===== src/rtl/alarm_time_ctrl_pkg.sv =====
// Shared timer definitions: field widths, wrap limits, edit/ring state encodings
// and the field-increment helpers used by the alarm editor.
package alarm_time_ctrl_pkg;

    localparam int HOUR_W   = 5;
    localparam int MIN_W    = 6;
    localparam int SEC_W    = 6;
    localparam int MAX_HOUR = 23;
    localparam int MAX_MIN  = 59;

    typedef enum logic [1:0] {
        NORMAL   = 2'd0,
        SET_HOUR = 2'd1,
        SET_MIN  = 2'd2
    } edit_mode_e;

    typedef enum logic {
        IDLE    = 1'b0,
        RINGING = 1'b1
    } ring_state_e;

    // Hour increment with 23 -> 0 wrap; anything out of range also folds to 0.
    function automatic logic [HOUR_W-1:0] next_hour(input logic [HOUR_W-1:0] hour_v);
        if (hour_v >= HOUR_W'(MAX_HOUR)) begin
            return 5'd0;
        end else begin
            return hour_v + 5'd1;
        end
    endfunction

    // Minute increment with 59 -> 0 wrap.
    function automatic logic [MIN_W-1:0] next_min(input logic [MIN_W-1:0] min_v);
        if (min_v >= MIN_W'(MAX_MIN)) begin
            return 6'd0;
        end else begin
            return min_v + 6'd1;
        end
    endfunction

endpackage


===== src/rtl/alarm_time_ctrl_btn_edge_det.sv =====
// Registered rising-edge detector for a debounced button level: one pulse per press.
module btn_edge_det (
    input  logic clk,
    input  logic reset_n,
    input  logic btn,
    output logic rise
);

    logic btn_q_r;

    // Previous-cycle copy of the button level.
    always_ff @(posedge clk or negedge reset_n) begin
        if (!reset_n) begin
            btn_q_r <= 1'b0;
        end else begin
            btn_q_r <= btn;
        end
    end

    assign rise = btn & ~btn_q_r;

endmodule


===== src/rtl/alarm_time_ctrl.sv =====
// Alarm time register with set/increment editor, time comparator and ring-window FSM;
// MATCH stays high for RING_SECS seconds after the clock reaches the alarm time.
module alarm_time_ctrl
    import alarm_time_ctrl_pkg::*;
#(
    parameter int unsigned RESET_HOUR = 7,
    parameter int unsigned RESET_MIN  = 0,
    parameter int unsigned RING_SECS  = 30
) (
    input  logic              clk,
    input  logic              reset_n,
    input  logic              sec_tick,
    input  logic [HOUR_W-1:0] cur_hour,
    input  logic [MIN_W-1:0]  cur_min,
    input  logic [SEC_W-1:0]  cur_sec,
    input  logic              set_btn,
    input  logic              inc_btn,
    input  logic              stop_btn,
    output logic [HOUR_W-1:0] alarm_hour,
    output logic [MIN_W-1:0]  alarm_min,
    output logic [1:0]        edit_mode,
    output logic              MATCH
);

    localparam logic [HOUR_W-1:0] HOUR_RST = HOUR_W'(RESET_HOUR);
    localparam logic [MIN_W-1:0]  MIN_RST  = MIN_W'(RESET_MIN);
    localparam logic [6:0]        RING_END = 7'(RING_SECS);

    logic set_edge_s;
    logic inc_edge_s;
    logic stop_edge_s;

    edit_mode_e        edit_state_r;
    edit_mode_e        edit_state_s;
    logic [HOUR_W-1:0] alarm_hour_r;
    logic [HOUR_W-1:0] alarm_hour_s;
    logic [MIN_W-1:0]  alarm_min_r;
    logic [MIN_W-1:0]  alarm_min_s;

    logic eq_s;
    logic eq_q_r;
    logic trigger_s;

    ring_state_e ring_state_r;
    ring_state_e ring_state_s;
    logic [5:0]  ring_cnt_r;
    logic [5:0]  ring_cnt_s;
    logic        match_r;

    btn_edge_det u_set_edge  (.clk(clk), .reset_n(reset_n), .btn(set_btn),  .rise(set_edge_s));
    btn_edge_det u_inc_edge  (.clk(clk), .reset_n(reset_n), .btn(inc_btn),  .rise(inc_edge_s));
    btn_edge_det u_stop_edge (.clk(clk), .reset_n(reset_n), .btn(stop_btn), .rise(stop_edge_s));

    // Edit FSM: increment lands on the field of the current state before set advances it.
    always_comb begin
        edit_state_s = edit_state_r;
        alarm_hour_s = alarm_hour_r;
        alarm_min_s  = alarm_min_r;
        case (edit_state_r)
            NORMAL: begin
                if (set_edge_s) begin
                    edit_state_s = SET_HOUR;
                end else begin
                    edit_state_s = NORMAL;
                end
            end
            SET_HOUR: begin
                if (inc_edge_s) begin
                    alarm_hour_s = next_hour(alarm_hour_r);
                end else begin
                    alarm_hour_s = alarm_hour_r;
                end
                if (set_edge_s) begin
                    edit_state_s = SET_MIN;
                end else begin
                    edit_state_s = SET_HOUR;
                end
            end
            SET_MIN: begin
                if (inc_edge_s) begin
                    alarm_min_s = next_min(alarm_min_r);
                end else begin
                    alarm_min_s = alarm_min_r;
                end
                if (set_edge_s) begin
                    edit_state_s = NORMAL;
                end else begin
                    edit_state_s = SET_MIN;
                end
            end
            default: begin
                edit_state_s = NORMAL;
            end
        endcase
    end

    // Only the rising edge of eq fires, so a whole matching second rings once.
    assign eq_s = (cur_hour == alarm_hour_r) && (cur_min == alarm_min_r) &&
                  (cur_sec == 6'd0) && (edit_state_r == NORMAL);
    assign trigger_s = eq_s & ~eq_q_r;

    // Ring FSM: stop or set edges override both the trigger and the tick count.
    always_comb begin
        ring_state_s = ring_state_r;
        ring_cnt_s   = ring_cnt_r;
        case (ring_state_r)
            IDLE: begin
                if (trigger_s && !stop_edge_s && !set_edge_s) begin
                    ring_state_s = RINGING;
                    ring_cnt_s   = 6'd0;
                end else begin
                    ring_state_s = IDLE;
                end
            end
            RINGING: begin
                if (stop_edge_s || set_edge_s) begin
                    ring_state_s = IDLE;
                    ring_cnt_s   = 6'd0;
                end else if (sec_tick) begin
                    if (({1'b0, ring_cnt_r} + 7'd1) == RING_END) begin
                        ring_state_s = IDLE;
                        ring_cnt_s   = 6'd0;
                    end else begin
                        ring_cnt_s = ring_cnt_r + 6'd1;
                    end
                end else begin
                    ring_state_s = RINGING;
                end
            end
            default: begin
                ring_state_s = IDLE;
                ring_cnt_s   = 6'd0;
            end
        endcase
    end

    // State and field registers.
    always_ff @(posedge clk or negedge reset_n) begin
        if (!reset_n) begin
            edit_state_r <= NORMAL;
            alarm_hour_r <= HOUR_RST;
            alarm_min_r  <= MIN_RST;
            eq_q_r       <= 1'b0;
            ring_state_r <= IDLE;
            ring_cnt_r   <= 6'd0;
            match_r      <= 1'b0;
        end else begin
            edit_state_r <= edit_state_s;
            alarm_hour_r <= alarm_hour_s;
            alarm_min_r  <= alarm_min_s;
            eq_q_r       <= eq_s;
            ring_state_r <= ring_state_s;
            ring_cnt_r   <= ring_cnt_s;
            match_r      <= (ring_state_s == RINGING);
        end
    end

    assign alarm_hour = alarm_hour_r;
    assign alarm_min  = alarm_min_r;
    assign edit_mode  = edit_state_r;
    assign MATCH      = match_r;

endmodule


===== config.mk =====
export PLATFORM = sky130hd
export DESIGN_NAME = alarm_time_ctrl
export DESIGN_NICKNAME = d
export VERILOG_FILES = /design/src/rtl/alarm_time_ctrl_pkg.sv /design/src/rtl/alarm_time_ctrl_btn_edge_det.sv /design/src/rtl/alarm_time_ctrl.sv
export SDC_FILE = /design/constraint.sdc
export NUM_CORES = 1
export LEC_CHECK = 0
export ABC_AREA = 0
export BUFFER_PORTS_ARGS = -buffer_cell sky130_fd_sc_hd__buf_2
export CAP_MARGIN = 25
export CORE_MARGIN = 3
export CORE_UTILIZATION = 25
export DETAILED_ROUTE_END_ITERATION = 8
export GPL_ROUTABILITY_DRIVEN = 1
export PLACE_DENSITY_LB_ADDON = 0.15
export SLEW_MARGIN = 40
export SYNTH_ARGS = -nofsm -noshare
export SYNTH_HDL_FRONTEND = slang
export SYNTH_SLANG_ARGS = --single-unit
export TNS_END_PERCENT = 10

===== constraint.sdc =====
create_clock -name clk -period 4.7 [get_ports clk]
set_clock_uncertainty 0.1 [all_clocks]
set_input_delay 0.94 -clock clk [delete_from_list [all_inputs] [get_ports clk]]
set_output_delay 0.94 -clock clk [all_outputs]
set_load 0.02 [all_outputs]

==> results of run 1 <==
==> sequential cells by signal, indices dropped and copies added (netlist names) <==
| signal | count |
|---|---|
| u_set_edge.btn_q_r | 1 |
| MATCH | 1 |
| edit_mode | 2 |
| eq_q_r | 1 |
| alarm_min | 6 |
| ring_cnt_r | 6 |
| u_stop_edge.btn_q_r | 1 |
| alarm_hour | 5 |
| u_inc_edge.btn_q_r | 1 |
==> final cells by class <==
| cell class | instances | area share |
|---|---|---|
| multi-input cells | 109 | 0.442 |
| inverters | 5 | 0.0109 |
| clock inverters | 1 | 0.0174 |
| clock buffers | 3 | 0.0240 |
| flip-flops and latches | 24 | 0.351 |
| well taps | 70 | 0.0508 |
| repair buffers | 36 | 0.105 |
==> worst max-delay path: stages <==
cell	delay, ns
buf_2	0.10
nor4_1	0.34
nand4_1	0.13
or4_4	0.47
o41ai_4	0.49
mux2_2	0.39
==> layer usage <==
metal	vias up	share of wire	global-route usage
met1	544	0.49	0.142
met4	0	0.0083	0.0253
met3	2	0.046	0.0288
met5	-	0	0
met2	31	0.46	0.171
li1	577	-	-
==> kinds of logic after synthesis <==
| group | Yosys count |
|---|---|
| buffers and inverters | 9 |
| multiplexers | 7 |
| adder cells (fa/ha/maj) | 4 |
| AND/OR/NAND/NOR | 51 |
| XOR/XNOR | 16 |
| AO/OA/AOI/OAI | 31 |
| flip-flops | 24 |
==> where the power goes <==
part / switching (mW) / leakage, nW / total, mW / internal [mW]
sequential: 0.0548 / 0.307 / 0.301 / 0.246
clock: 0.0642 / 0.0357 / 0.178 / 0.114
combinational: 0.119 / 0.437 / 0.211 / 0.0925
total: 0.238 / 0.779 / 0.690 / 0.452
==> worst paths after layout <==
path / slack [ns] / to / cells past startpoint
max: 1.88 / ring_cnt_r[0] / 6
min: 0.41 / edit_mode[0] / 1
max reg2reg: 2.14 / ring_cnt_r[0] / 5
min reg2reg: 0.41 / edit_mode[0] / 1
max in group asynchronous: 3.57 / alarm_hour[2] / 1
min in group asynchronous: 0.56 / u_set_edge.btn_q_r / 1
==> placed cells by master (no fill, tap or decap), drive strengths merged, types with 4 or more instances in the layout <==
cell type / count
o21ai: 15
mux2: 6
nor3: 4
nor2: 7
dfrtp: 21
nor2b: 4
ha: 4
buf: 36
nand4: 4
xnor2: 13
nand2b: 4
nand2: 12
inv: 5
nand3: 6
==> impl_metrics.csv, run 1 <==
group,metric,value,unit
sta,fin_setup_tns,0,ns
grt,antenna_found_initial,0,
min_path,worstHoldStart,"edit_mode[1]",
critical_path,path_max_fanout,6,
sta,hold_violations,0,
placement,place_congestion,0.805,
floorplanning,start_util,0.267,
job,drv_cap,0,
sta,worst_pin_slew,0.553,ns
placement,place_hpwl,2580,um
sta,layout_setup_ws,1.88,ns
logic_synthesis,synth_cell_types,35,
cells_and_area,multi_input_area,761,um^2
cts,root_buffer,"clkbuf_8",
logic_synthesis,synthMostInstantiatedCell,"dfrtp_1",
cts,cts_num_sinks,24,
logic_synthesis,synth_top_family_by_area,"simple AND/OR/NAND/NOR gates",
sta,post-route-min-period,2.82,ns
logic_synthesis,netlist_top_cells_area,"dfrtp_1, xnor2_1, dfstp_2",
cells_and_area,final_cell_area,1720,um^2
cells_and_area,instances_no_fill,248,
cells_and_area,num_antenna_cells,0,
sta,timing.final.crit_share,0.600,
cts,cts_hold_buffers,0,
pwr,vdd_ir_drop_max,158,uV
placement,dp_cells,244,
floorplanning,ios,37,
cells_and_area,area_growth,22.5,%
detailed_routing,wl_per_cell,13.2,um
detailed_routing,firstDrtPassIters,4,
grt,grt_pass1_vias,1152,
pwr,leakage,0.779,nW
cts,post-cts-setup-buffers,0,
run_status,status,"finished, final reports clean",
sta,setup_viol,0,
logic_synthesis,synth_xor_area_frac,0.105,
cells_and_area,finalNetCount,206,
logic_synthesis,synth_compound_area_frac,0.154,
detailed_routing,vias_per_cell,4.65,
logic_synthesis,yosys.area_share.simple,0.191,
grt,grt_pass1_wl,5400,um
placement,placed_area,1650,um^2
critical_path,cp.required,4.75,ns
critical_path,endpoint_kind,"register",
cells_and_area,drive_gt1_frac,0.303,
detailed_routing,ant_nets,0,
cts,cts_buffers,3,
cts,clock_latency,0.26,ns
sta,fmaxAchievable,0.355,GHz
logic_synthesis,synth.mux.area_fraction,0.0552,
pwr,power.density,400,nW/um^2
logic_synthesis,netlist_area,1410,um^2
critical_path,arrival,2.87,ns
grt,grt.total_usage,0.106,
grt,gr-total-overflow,0,
logic_synthesis,synth_enable_flop_cells,0,
cts,post_cts_resized,0,
logic_synthesis,ys_ff_latch,24,
floorplanning,core_area,5270,um^2
logic_synthesis,synth_area_leader_cell,"dfrtp_1",
sta,rsz0062_at_grt,"false",
logic_synthesis,seq_area_frac_synth,0.430,
detailed_routing,drt_iter0_drc,46,
logic_synthesis,async_flop_share,1.00,
critical_path,worstSetupStartpointType,"input port",
cts,max-clock-path-buffers,2,
placement,portBuffers,36,
cts,path_clk_slew,0.08,ns
logic_synthesis,syn_nets,169,
sta,slew_violations,0,
logic_synthesis,yosys-top-cells-count,"dfrtp_1, o21ai_0, nand2_1, xnor2_1, nor2_1",
cells_and_area,regArea,604,um^2
pwr,power.total,690,uW
critical_path,r2r_start,"alarm_hour[2]",
cts,cts_tree,"built",
floorplanning,die_w,81,um
placement,dp_slack,1.57,ns
cells_and_area,n_fill_cell,582,
logic_synthesis,synth_top_area_share,0.374,
critical_path,critPathKind,"input port to register",
detailed_routing,drt-total-wl,3270,um
logic_synthesis,postSynthCellCount,142,
floorplanning,die-area,6560,um^2
detailed_routing,vias,1154,
critical_path,cp-startpoint,"cur_sec[1]",
logic_synthesis,ys.flop_type,"dfrtp_1",
logic_synthesis,synth_fa_ha_area_frac,0.0356,
logic_synthesis,synth.yosys.warnings,0,
cells_and_area,fin_util,0.327,
cts,ctsHtreeMaxLevel,1,
floorplanning,rows,26,
logic_synthesis,synth_area_per_cell,9.90,um^2
detailed_routing,drc,0,
grt,grt_max_degree,25,
min_path,hp-class,"register to register",
floorplanning,die_h,81,um
sta,hold_slack,0.410,ns
sta,slew_headroom,0.631,
No activity file was read; power rests on OpenSTA's default activity.
==> run 2: changes to the inputs <==
clock period = 2.5 ns   (was 4.7 ns; I/O delays follow)
==> impl_metrics.csv, run 2 (synthesis results as in run 1) <==
group,metric,value,unit
cts,max-clock-path-buffers,2,
critical_path,crit_family,"simple AND/OR/NAND/NOR gates",
critical_path,r2r_start,"alarm_hour[2]",
cells_and_area,n_fill_cell,571,
critical_path,cp_num_buf_inv,1,
pwr,leakage,0.830,nW
cells_and_area,num_antenna_cells,0,
cts,clock_latency,0.26,ns
cts,post-cts-setup-buffers,0,
critical_path,path_depth,6,
sta,setup_viol,0,
sta,post-route-min-period,2.35,ns
critical_path,worstSetupStartpointType,"register",
floorplanning,die_w,81,um
critical_path,path_max_fanout,6,
detailed_routing,vias,1161,
cells_and_area,finalNetCount,216,
critical_path,cp.required,2.56,ns
critical_path,rrSetupSlack,0.15,ns
cts,root_buffer,"clkbuf_8",
floorplanning,core_area,5270,um^2
cts,cts_num_sinks,24,
critical_path,critPathKind,"register to register",
sta,layout_setup_ws,0.148,ns
pwr,vdd_ir_drop_max,439,uV
grt,antenna_found_initial,0,
sta,worst_pin_slew,0.574,ns
placement,placed_area,1730,um^2
cts,path_clk_slew,0.09,ns
sta,hold_slack,0.120,ns
floorplanning,die-area,6560,um^2
critical_path,crit_end,"ring_cnt_r[2]",
cells_and_area,instances_no_fill,258,
placement,place_hpwl,2770,um
sta,hold_violations,0,
cts,post_cts_resized,0,
detailed_routing,firstDrtPassIters,4,
detailed_routing,vias_per_cell,4.50,
floorplanning,die_h,81,um
cells_and_area,area_growth,27.8,%
critical_path,r2r_cells,6,
sta,slew_violations,0,
pwr,power.total,1.36,mW
cts,ctsHtreeMaxLevel,1,
detailed_routing,drt-total-wl,3430,um
job,drv_cap,0,
floorplanning,rows,26,
floorplanning,ios,37,
floorplanning,start_util,0.267,
sta,rsz0062_at_grt,"false",
critical_path,slowest_delay,0.58,ns
cts,cts_hold_buffers,0,
cts,cts_buffers,3,
sta,fin_setup_tns,0,ns
sta,slew_headroom,0.617,
critical_path,endpoint_kind,"register",
cells_and_area,drive_gt1_frac,0.340,
grt,gr-total-overflow,0,
cells_and_area,fin_util,0.341,
cts,cts_tree,"built",
critical_path,r2r_end,"ring_cnt_r[2]",
critical_path,cpMaxStageDelayCell,"dfstp_2",
cells_and_area,final_common_cell,"buf_2",
cells_and_area,final_cell_mix,"buf_2, dfrtp_1, o21ai_0",
sta,timing.final.crit_share,0.941,
grt,grt_max_degree,25,
grt,grt_pass1_vias,1240,
run_status,status,"finished, final reports clean",
pwr,power.density,754,nW/um^2
detailed_routing,wl_per_cell,13.3,um
critical_path,arrival,2.41,ns
placement,dp_cells,254,
cells_and_area,final_cell_area,1800,um^2
min_path,hp-class,"input port to async pin",
grt,grt_pass1_wl,5890,um
grt,grt.total_usage,0.115,
placement,place_congestion,0.759,
critical_path,cp-startpoint,"alarm_hour[2]",
detailed_routing,drt_iter0_drc,56,
placement,dp_slack,-0.0369,ns
placement,portBuffers,36,
detailed_routing,ant_nets,0,
sta,fmaxAchievable,0.425,GHz
critical_path,cp_cell_sequence,"xnor2_2, nand4_1, or4_4, o41ai_4, buf_4, mux2_2",
detailed_routing,drc,0,
run 2: power breakdown:
group | switching [mW] | leakage, nW | internal, mW
clock | 0.125 | 0.0357 | 0.214
combinational | 0.272 | 0.488 | 0.219
sequential | 0.0628 | 0.307 | 0.462
total | 0.460 | 0.830 | 0.895
run 2: per-layer routing:
metal | up-vias | wire length [um] | GRT usage
li1 | 596 | - | -
met1 | 536 | 1630 | 0.154
met2 | 27 | 1590 | 0.186
met3 | 2 | 180 | 0.0310
met4 | 0 | 27 | 0.0253
met5 | - | 0 | 0
run 2: cell type report:
| cell class | instances | area [um^2] | area share |
|---|---|---|---|
| Multi-Input combinational cell | 109 | 761 | 0.423 |
| Sequential cell | 24 | 604 | 0.336 |
| Timing Repair Buffer | 46 | 255 | 0.142 |
| Tap cell | 70 | 87.6 | 0.0487 |
| Clock buffer | 3 | 41.3 | 0.0230 |
| Clock inverter | 1 | 30.0 | 0.0167 |
| Inverter | 5 | 18.8 | 0.0104 |
run 2: how the worst min path moves through the flow:
stage | from | end | slack (ns) | cells past startpoint
after detailed placement | reset_n | edit_mode[0] | 0.43 | 1
after global placement | alarm_hour[1] | alarm_hour[1] | 0.41 | 2
after CTS | reset_n | alarm_hour[4] | 0.13 | 1
final | reset_n | edit_mode[0] | 0.12 | 1
after global routing | reset_n | edit_mode[0] | 0.15 | 1
after floorplan | reset_n | MATCH | 0.10 | 0
==> run 3: changes to the inputs <==
==> constraint.sdc (replaced) <==
create_clock -name clk -period 2.5 [get_ports clk]
set_clock_uncertainty 0.1 [all_clocks]
set_input_delay 0.5 -clock clk [delete_from_list [all_inputs] [get_ports clk]]
set_output_delay 0.5 -clock clk [all_outputs]
set_load 0.005 [all_outputs]
==> impl_metrics.csv, run 3 (synthesis results as in run 1) <==
group,metric,value,unit
critical_path,cp.required,2.56,ns
cts,max-clock-path-buffers,2,
pwr,sequentialPowerShare,0.404,
cells_and_area,num_antenna_cells,0,
placement,placed_area,1730,um^2
pwr,power.density,715,nW/um^2
pwr,p_switching,393,uW
grt,gr-total-overflow,0,
grt,grt.total_usage,0.111,
sta,hold_violations,0,
grt,antenna_found_initial,0,
pwr,sw_frac_of_total,0.304,
cts,root_buffer,"clkbuf_8",
cells_and_area,instances_no_fill,259,
sta,hold_slack,0.109,ns
critical_path,critPathKind,"register to register",
sta,rsz0062_at_grt,"false",
pwr,p_clk_frac,0.262,
floorplanning,die_w,81,um
detailed_routing,drt-total-wl,3310,um
critical_path,cpMaxStageDelayCell,"dfstp_2",
detailed_routing,drc,0,
placement,dp_cells,255,
detailed_routing,wl_per_cell,12.8,um
placement,dp_slack,-0.0862,ns
detailed_routing,vias_per_cell,4.57,
floorplanning,die_h,81,um
grt,grt_max_degree,25,
cts,path_clk_slew,0.09,ns
floorplanning,rows,26,
sta,post-route-min-period,2.41,ns
placement,portBuffers,36,
job,drv_cap,0,
floorplanning,ios,37,
detailed_routing,drt_iter0_drc,56,
pwr,leakage,0.836,nW
detailed_routing,ant_nets,0,
cells_and_area,multi_input_area,767,um^2
sta,slew_violations,0,
sta,slew_headroom,0.632,
floorplanning,die-area,6560,um^2
cts,cts_num_sinks,24,
cells_and_area,area_growth,28.8,%
critical_path,slowest_delay,0.56,ns
cells_and_area,drive_gt1_frac,0.349,
sta,fmaxAchievable,0.415,GHz
sta,layout_setup_ws,0.0907,ns
grt,grt_pass1_wl,5600,um
cells_and_area,n_fill_cell,576,
placement,place_hpwl,2680,um
pwr,vdd_ir_drop_max,305,uV
cells_and_area,final_cell_area,1810,um^2
critical_path,path_max_fanout,6,
detailed_routing,wl_met1,1600,um
sta,timing.final.crit_share,0.964,
pwr,p_comb_frac,0.334,
critical_path,worstSetupStartpointType,"register",
cts,ctsHtreeMaxLevel,1,
sta,worst_pin_slew,0.552,ns
cts,clock_latency,0.26,ns
detailed_routing,firstDrtPassIters,4,
detailed_routing,wl_met3,153,um
sta,setup_viol,0,
floorplanning,start_util,0.267,
critical_path,endpoint_kind,"register",
cells_and_area,final_cell_mix,"buf_2, dfrtp_1, o21ai_0",
min_path,hp-class,"input port to async pin",
placement,place_congestion,0.819,
cells_and_area,regArea,604,um^2
sta,fin_setup_tns,0,ns
cts,cts_tree,"built",
critical_path,cp_cell_sequence,"xnor2_2, nand4_1, or4_4, o41ai_4, buf_4, mux2_2",
detailed_routing,met2WireLength,1480,um
detailed_routing,routed.top_layer,"met4",
detailed_routing,vias,1183,
run_status,status,"finished, final reports clean",
cts,cts_buffers,3,
cts,post-cts-setup-buffers,0,
floorplanning,core_area,5270,um^2
cells_and_area,final_common_cell,"buf_2",
critical_path,arrival,2.47,ns
pwr,internal_power,902,uW
grt,grt_pass1_vias,1278,
cells_and_area,finalNetCount,217,
cts,cts_hold_buffers,0,
-- run 3: critical path: cells and delay by family (launching register included) --
kind / cells / cell delay, ns
buffers and inverters: 1 / 0.20
XOR/XNOR: 1 / 0.11
multiplexers: 1 / 0.34
flip-flops: 1 / 0.56
AO/OA/AOI/OAI: 1 / 0.28
AND/OR/NAND/NOR: 2 / 0.71
-- run 3: metrics by stage --
step | utilization | total power, mW
finish | 0.344 | 1.30
global route | 0.344 | 1.40
CTS | 0.343 | 1.32
detailed placement | 0.329 | 0.969
global placement | 0.329 | 0.961
floorplan | - | 0.764
-- run 3: timing repair --
action | CTS | global route
resized for setup | 0 | 1
endpoints found under the hold margin | 0 | 0
endpoints found under the setup margin | 0 | 6
-- run 3: power by group through the flow --
stage               logic (mW)  clock network (mW)  registers [mW]
global route             0.490               0.369           0.536
finish                   0.433               0.339           0.523
CTS                      0.444               0.356           0.522
global placement         0.431                   0           0.529
floorplan                0.214                   0           0.550
detailed placement       0.440                   0           0.529
-- run 3: final timing paths --
| kind | from | endpoint | slack (ns) | cells after the start |
|---|---|---|---|---|
| worst max-delay path | alarm_hour[2] | ring_cnt_r[3] | 0.09 | 6 |
| worst min-delay path | reset_n | u_set_edge.btn_q_r | 0.11 | 1 |
| worst max register to register | alarm_hour[2] | ring_cnt_r[3] | 0.09 | 6 |
| worst min register to register | alarm_hour[1] | alarm_hour[1] | 0.43 | 2 |
| max in group asynchronous | reset_n | alarm_hour[2] | 1.81 | 1 |
| min in group clk | inc_btn | u_inc_edge.btn_q_r | 0.24 | 1 |
-- run 3: area by class of cell --
cell class / count / share of cell area
clock buffer: 3 / 0.0228
clock inverter: 1 / 0.0166
inverter: 5 / 0.0104
multi-input combinational: 109 / 0.423
sequential: 24 / 0.334
tap: 70 / 0.0483
timing repair buffer: 47 / 0.145
-- run 3: metal layers --
metal	vias up	global-route usage
met5	-	0
met4	0	0.0422
met3	6	0.0299
met2	30	0.184
met1	543	0.136
li1	604	-
